[config.mk]
export PLATFORM = sky130hd
export DESIGN_NAME = mult_control_param
export DESIGN_NICKNAME = d
export VERILOG_FILES = /design/src/rtl/mult_control_param.sv
export SDC_FILE = /design/constraint.sdc
export NUM_CORES = 1
export LEC_CHECK = 0
export ABC_AREA = 1
export CAP_MARGIN = 20
export CORE_AREA = 2 2 39 41
export CTS_CLUSTER_SIZE = 25
export DETAILED_ROUTE_END_ITERATION = 8
export DIE_AREA = 0 0 41 43
export GPL_TIMING_DRIVEN = 0
export PLACE_DENSITY = 0.45
export SYNTH_ARGS = -nofsm -noshare
export SYNTH_HDL_FRONTEND = slang
export SYNTH_SLANG_ARGS = --single-unit
[constraint.sdc]
create_clock -name clk -period 1.28 [get_ports clk]
set_input_delay 0.256 -clock clk [delete_from_list [all_inputs] [get_ports clk]]
set_output_delay 0.256 -clock clk [all_outputs]
set_load 0.03 [all_outputs]
[src/rtl/mult_control_param.sv]
// Sequencing controller for an NCHUNK x NCHUNK chunked multiplier sharing one CHUNK x CHUNK unit.
// Optional signed-top-chunk flags are compiled in when MULT_CTRL_SIGNED_EN is defined.
module mult_control_param #(
    parameter int unsigned NCHUNK = 2,
    localparam int unsigned NPP = NCHUNK * NCHUNK,
    localparam int unsigned SW  = $clog2(NPP),
    localparam int unsigned CW  = ($clog2(NCHUNK) > 1) ? $clog2(NCHUNK) : 1,
    localparam int unsigned SHW = ($clog2(2 * NCHUNK - 1) > 1) ? $clog2(2 * NCHUNK - 1) : 1
) (
    input  logic           clk,
    input  logic           reset_a,
    input  logic           start,
`ifdef MULT_CTRL_SIGNED_EN
    input  logic           signed_mode,
    output logic           a_sgn,
    output logic           b_sgn,
`endif
    output logic [CW-1:0]  a_sel,
    output logic [CW-1:0]  b_sel,
    output logic [SHW-1:0] shift_sel,
    output logic [2:0]     state_out,
    output logic           clk_ena,
    output logic           sclr_n,
    output logic           done,
    output logic           busy
);

    typedef enum logic [2:0] {
        StIdle = 3'd0,
        StCalc = 3'd1,
        StDone = 3'd2,
        StErr  = 3'd3
    } state_e;

    state_e        state_q, state_d;
    logic [SW-1:0] step_q, step_d;

`ifdef MULT_CTRL_SIGNED_EN
    logic sgn_q, sgn_d;
`endif

    always_comb begin
        state_d = state_q;
        step_d  = '0;
        a_sel   = '0;
        b_sel   = '0;
        clk_ena = 1'b0;
        sclr_n  = 1'b1;
        done    = 1'b0;
        busy    = 1'b0;
`ifdef MULT_CTRL_SIGNED_EN
        sgn_d   = 1'b0;
`endif
        case (state_q)
            StIdle: begin
                // Mealy clear so the accumulator is zeroed on the edge that enters CALC
                if (start) begin
                    state_d = StCalc;
                    sclr_n  = 1'b0;
                    clk_ena = 1'b1;
`ifdef MULT_CTRL_SIGNED_EN
                    sgn_d   = signed_mode;
`endif
                end
            end
            StCalc: begin
                a_sel   = CW'(step_q % NCHUNK);
                b_sel   = CW'(step_q / NCHUNK);
                clk_ena = 1'b1;
                busy    = 1'b1;
`ifdef MULT_CTRL_SIGNED_EN
                sgn_d   = sgn_q;
`endif
                if (start) begin
                    state_d = StErr;
                end else if (step_q == SW'(NPP - 1)) begin
                    state_d = StDone;
                end else begin
                    step_d = step_q + SW'(1);
                end
            end
            StDone: begin
                done = 1'b1;
                // Back-to-back restart: clear and enable while done is still shown
                if (start) begin
                    state_d = StCalc;
                    sclr_n  = 1'b0;
                    clk_ena = 1'b1;
`ifdef MULT_CTRL_SIGNED_EN
                    sgn_d   = signed_mode;
`endif
                end else begin
                    state_d = StIdle;
                end
            end
            StErr: begin
                if (!start) begin
                    state_d = StIdle;
                end
            end
            default: begin
                state_d = StIdle;
            end
        endcase
    end

    assign shift_sel = SHW'(a_sel) + SHW'(b_sel);
    assign state_out = state_q;

`ifdef MULT_CTRL_SIGNED_EN
    assign a_sgn = sgn_q & (a_sel == CW'(NCHUNK - 1));
    assign b_sgn = sgn_q & (b_sel == CW'(NCHUNK - 1));
`endif

    always_ff @(posedge clk) begin
        if (!reset_a) begin
            state_q <= StIdle;
            step_q  <= '0;
`ifdef MULT_CTRL_SIGNED_EN
            sgn_q   <= 1'b0;
`endif
        end else begin
            state_q <= state_d;
            step_q  <= step_d;
`ifdef MULT_CTRL_SIGNED_EN
            sgn_q   <= sgn_d;
`endif
        end
    end

endmodule

### Word level (Yosys, flattened, before mapping)

Cells that the tools add are included.
W data, S select, Z words.

| storage, ports and cells | value |
|---|---|
| register bits after elaboration | 5 |
| input port bits | 3 |
| output and inout port bits | 11 |
| word-level logic and storage cells | 31 |

| operators by class | value |
|---|---|
| add/subtract/negate cells | 2 |
| eq/ne operators | 7 |
| mux-type cells | 14 |
| bitwise gates (word level) | 2 |
| reductions and logical operators | 4 |

Operators with widths:

| cell | number |
|---|---|
| $mux W3 | 4 |
| $pmux W3 S4 | 1 |
| $mux W1 | 8 |
| $eq A3 B2 Y1 const B | 2 |
| $ne A2 B2 Y1 const B | 2 |
| $reduce_or A4 Y1 | 1 |
| $eq A3 B1 Y1 const B | 1 |
| $logic_not A3 Y1 | 1 |
| $ne A3 B3 Y1 const B | 1 |
| $reduce_and A3 Y1 | 1 |
| $add A1 B1 Y2 | 1 |
| $add A2 B1 Y2 const B | 1 |
| $eq A2 B2 Y1 const B | 1 |
| $not A1 Y1 | 2 |
| $pmux W1 S2 | 1 |
| $reduce_or A2 Y1 | 1 |

### Logic depth before layout (Yosys ltp)

| logic depth | value |
|---|---|
| depth in word-level cells | 4 |
| gate-level depth with buffers | 5 |
| gate-level depth less buffers | 5 |

### Worst setup path after synthesis

OpenSTA, ideal clock, no wires.

| path | value |
|---|---|
| path type | register to output |
| start | reg state_q[0] (netlist: state_out[0]) |
| end | out shift_sel[0] |
| data arrival time | 1.916 ns |
| path slack | -0.892 ns |
| cell stages (with the launch flop) | 6 |
| path buffers | 0 |
| path through | dfxtp_1 > inv_1 > nor2_2 > inv_2 > nor2_1 > ha_1 |

| between the ends | value |
|---|---|
| cells in the longest elaborated chain, start to end | 3 |

RTL lines:

| what | line | source |
|---|---|---|
| start: declaration | 35 | `state_e state_q, state_d;` |
| start signal: assignment | 117 | `state_q <= StIdle;` |
| start signal: assignment | 123 | `state_q <= state_d;` |
| $eq A3 B1 Y1 | 54 | `case (state_q)` |
| $mux W1 | 54 |  |
| net b_sel | 19 | `output logic [CW-1:0] b_sel,` |
| $add A1 B1 Y2 | 107 | `assign shift_sel = SHW'(a_sel) + SHW'(b_sel);` |
| end: declaration | 20 | `output logic [SHW-1:0] shift_sel,` |

The timed path passes the listed nets, and every way through them passes these cells.

### Final worst setup path

| path | value |
|---|---|
| start | reg state_q[0] (netlist: state_out[0]) |
| end | out shift_sel[0] |

| between the ends | value |
|---|---|
| cells in the longest elaborated chain, start to end | 3 |

RTL lines:

| what | line |
|---|---|
| $eq A3 B1 Y1 * | 54 |
| $mux W1 | 54 |
| $add A1 B1 Y2 * | 107 |

Mark *: on every way between the ends. The rest lies on a longest branch, timed or not.

==> flow_summary.ini <==
[timing]
layout_worst_path_cycle_share_pct = 115.8
hold_viol_final = 0
finalWorstPathRequiredPeriod_ns = 1.482
skew_ns = 0.007950
worst_hold_slack_ns = 0.4210
setup_repair_after_global_routing_missed_its_margin = true
fin_ws_ns = -0.2021
finalMaxSlewViolations = 0
report.final.setup_viol = 6
fmax_mhz = 674.7

[placed_design]
pre_cts_ws_ns = -0.5729
post_detail_place_hpwl_um = 365.4
io_buffer_count = 12
finalWeightedCongestion = 0.6880

[route]
via_per_inst = 3.500
firstDrtPassIters = 2
drt_iter0_markers = 1
detail_route.wl_per_cell_um = 7.288
dr_total_vias = 231
ant_nets = 0
routed_wirelength_um = 481
drc = 0

[setup_path]
critical_path.n_buffers_inverters = 3
critical_path_arrival_ns = 1.23
worst_path_max_delay_cell = sky130_fd_sc_hd__dfxtp_4
cp_top_family = flip-flops
cpPeakStageDelay_ns = 0.35
critical_path.max_fanout = 3
rrSetupSlack_ns = 0.33
worstSetupPathType = reg -> out
timing.critical_path.to_type = output pin
crit_path_cell_trace = inv_4 > nor2_4 > inv_4 > nor2_4 > ha_4 > buf_6
timing.critical_path.required_ns = 1.02
startpoint_type = flop

[layout]
utilization_pct = 30.92
syn_to_final_growth_pct = 101.2
layout.nets = 56
diodes = 0
drive_above_1_share_pct = 50.00

[global_route]
first_global_vias = 191
maximum_number_of_pins_on_one_net_before_global_route_repair = 5
grt_antenna_before_repair = 0
grt_remaining_overflow = 0
grt_pass1_wl_um = 696
groute.usage.overall_pct = 6.319

[floorplanning]
ioPinCount = 14
floorplan.die.height_um = 43
floorplan.die.width_um = 41
initial_core_util_pct = 15.37
fp.coreArea_mm2 = 0.001384
floorplan.rows = 14
die-area_mm2 = 0.001763

[synthesis]
post_synth.cell_area_avg_um2 = 6.647
post_synth_num_cell_types = 10
synth_top_cells_by_area = sky130_fd_sc_hd__dfxtp_1 (38%), sky130_fd_sc_hd__nand2_1 (12%), sky130_fd_sc_hd__nor2_1 (12%)
netlist_area_before_placement_um2 = 212.7
dominantRegCellSynth = sky130_fd_sc_hd__dfxtp_1
postSynthCellCount = 32
synth_enable_flop_cells = 0
synth_sequential_area_ratio_pct = 37.65
number_of_storage_elements_in_the_synthesis_netlist = 4
post-synth-top-area-fraction_pct = 37.65
synth_top_area_cell = sky130_fd_sc_hd__dfxtp_1
synth_async_sr_flop_share_pct = 0
synth.top_cells.by_count = sky130_fd_sc_hd__nand2_1 (7), sky130_fd_sc_hd__nor2_1 (7), sky130_fd_sc_hd__inv_1 (6)
synth_warnings = 0
mapped_nets = 37

[min_path]
hold_path.class = in -> reg

[run_status]
failing_checks = setup timing
run_status = finished, violations left

[cts]
worst_setup_hold_path_clk_slew_ns = 0.05
postCtsHoldBufs = 0
root_buffer = sky130_fd_sc_hd__clkbuf_4
cts_inserted_buffers = 3
cts_buffer_depth = 2
cts-htree-levels = 1
tritoncts_clock_tree = yes
worst_skew_pair_later_pin_latency_ns = 0.24
cts.sink_count = 4

[power]
p_per_area_mw_per_mm2 = 1037
irDropWorstVdd_v = 0.0004014
power.total_mw = 0.4435
cellLeakagePower_nw = 0.2003

[run]
max-cap-violations = 0
[layout by cell type, fill, tap and decap left out, types with 2 or more instances in the layout]
cell type	netlist	routed
sky130_fd_sc_hd__nand2_1	7	7
sky130_fd_sc_hd__nor2_1	7	4
sky130_fd_sc_hd__buf_2	0	2
sky130_fd_sc_hd__buf_6	0	5
sky130_fd_sc_hd__inv_4	0	2
sky130_fd_sc_hd__clkbuf_4	0	3
sky130_fd_sc_hd__dlygate4sd2_1	0	2
sky130_fd_sc_hd__buf_4	1	3
sky130_fd_sc_hd__dfxtp_1	4	2
sky130_fd_sc_hd__clkbuf_2	0	2
sky130_fd_sc_hd__inv_1	6	5
sky130_fd_sc_hd__nor2_4	0	4
[worst paths after layout]
| path | start | cells past startpoint | endpoint |
|---|---|---|---|
| max | state_out[0]$_SDFFE_PN0P_ | 6 | shift_sel[0] |
| min | start | 3 | state_out[0]$_SDFFE_PN0P_ |
| max reg2reg | state_out[0]$_SDFFE_PN0P_ | 6 | step_q[0]$_SDFF_PP0_ |
| min reg2reg | step_q[0]$_SDFF_PP0_ | 1 | step_q[0]$_SDFF_PP0_ |
[power breakdown]
group	leakage (nW)	internal (mW)	total [mW]	switching [mW]
registers	0.0337	0.132	0.138	0.00659
clock network	0.0150	0.118	0.181	0.0634
logic	0.152	0.0477	0.124	0.0764
[registers in the layout (all words and copies together) (netlist names)]
signal,flops
state_out,2
step_q,2
[layout make-up]
cell class              count  area, um2
plain buffers               1      7.507
clock buffers               4      26.28
fillers                   157      955.9
inverters                   7      31.28
multi-input cells          20      138.9
flip-flops and latches      4      85.08
well taps                  16      20.02
repair buffers             14      118.9
[worst min-delay path: cells and delay by family]
family        cells  cell delay, ns
simple gates      2            0.13
buf+inv           1            0.25
[kinds of logic after synthesis]
| group | count (synthesis) | synth area share, % |
|---|---|---|
| buffers and inverters | 8 | 15.88 |
| AOI/OAI and AO/OA | 1 | 2.351 |
| adders and majority gates | 2 | 11.76 |
| other | 1 | 1.763 |
| DFF | 4 | 37.65 |
| and+or+nand+nor | 16 | 30.59 |
[layer usage]
layer | GRT usage [%] | vias up | share of wire (%)
met5 | 0 | - | 0
met4 | 8.000 | 0 | 0
met3 | 3.141 | 0 | 8.9
met2 | 7.187 | 8 | 49
met1 | 7.051 | 98 | 42
li1 | - | 125 | -
[stage by stage]
| step | instance area [um2] | setup TNS [ns] | std cells |
|---|---|---|---|
| after global placement | 392.9 | -3.020 | 60 |
| after floorplan | 252.7 | -0.5116 | 32 |
| after CTS | 416.7 | -0.6903 | 65 |
| after detailed placement | 392.9 | -2.979 | 60 |
| final | 427.9 | -0.5344 | 66 |
| after global routing | 427.9 | -0.9592 | 66 |
[repair_timing]
| action | in CTS | in global routing |
|---|---|---|
| resized for setup | 46 | 10 |
| pin swaps | 2 | 1 |
| setup endpoints to repair | 10 | 10 |
| buffers inserted | 1 | 1 |
Power figures use the tool's default switching activity.
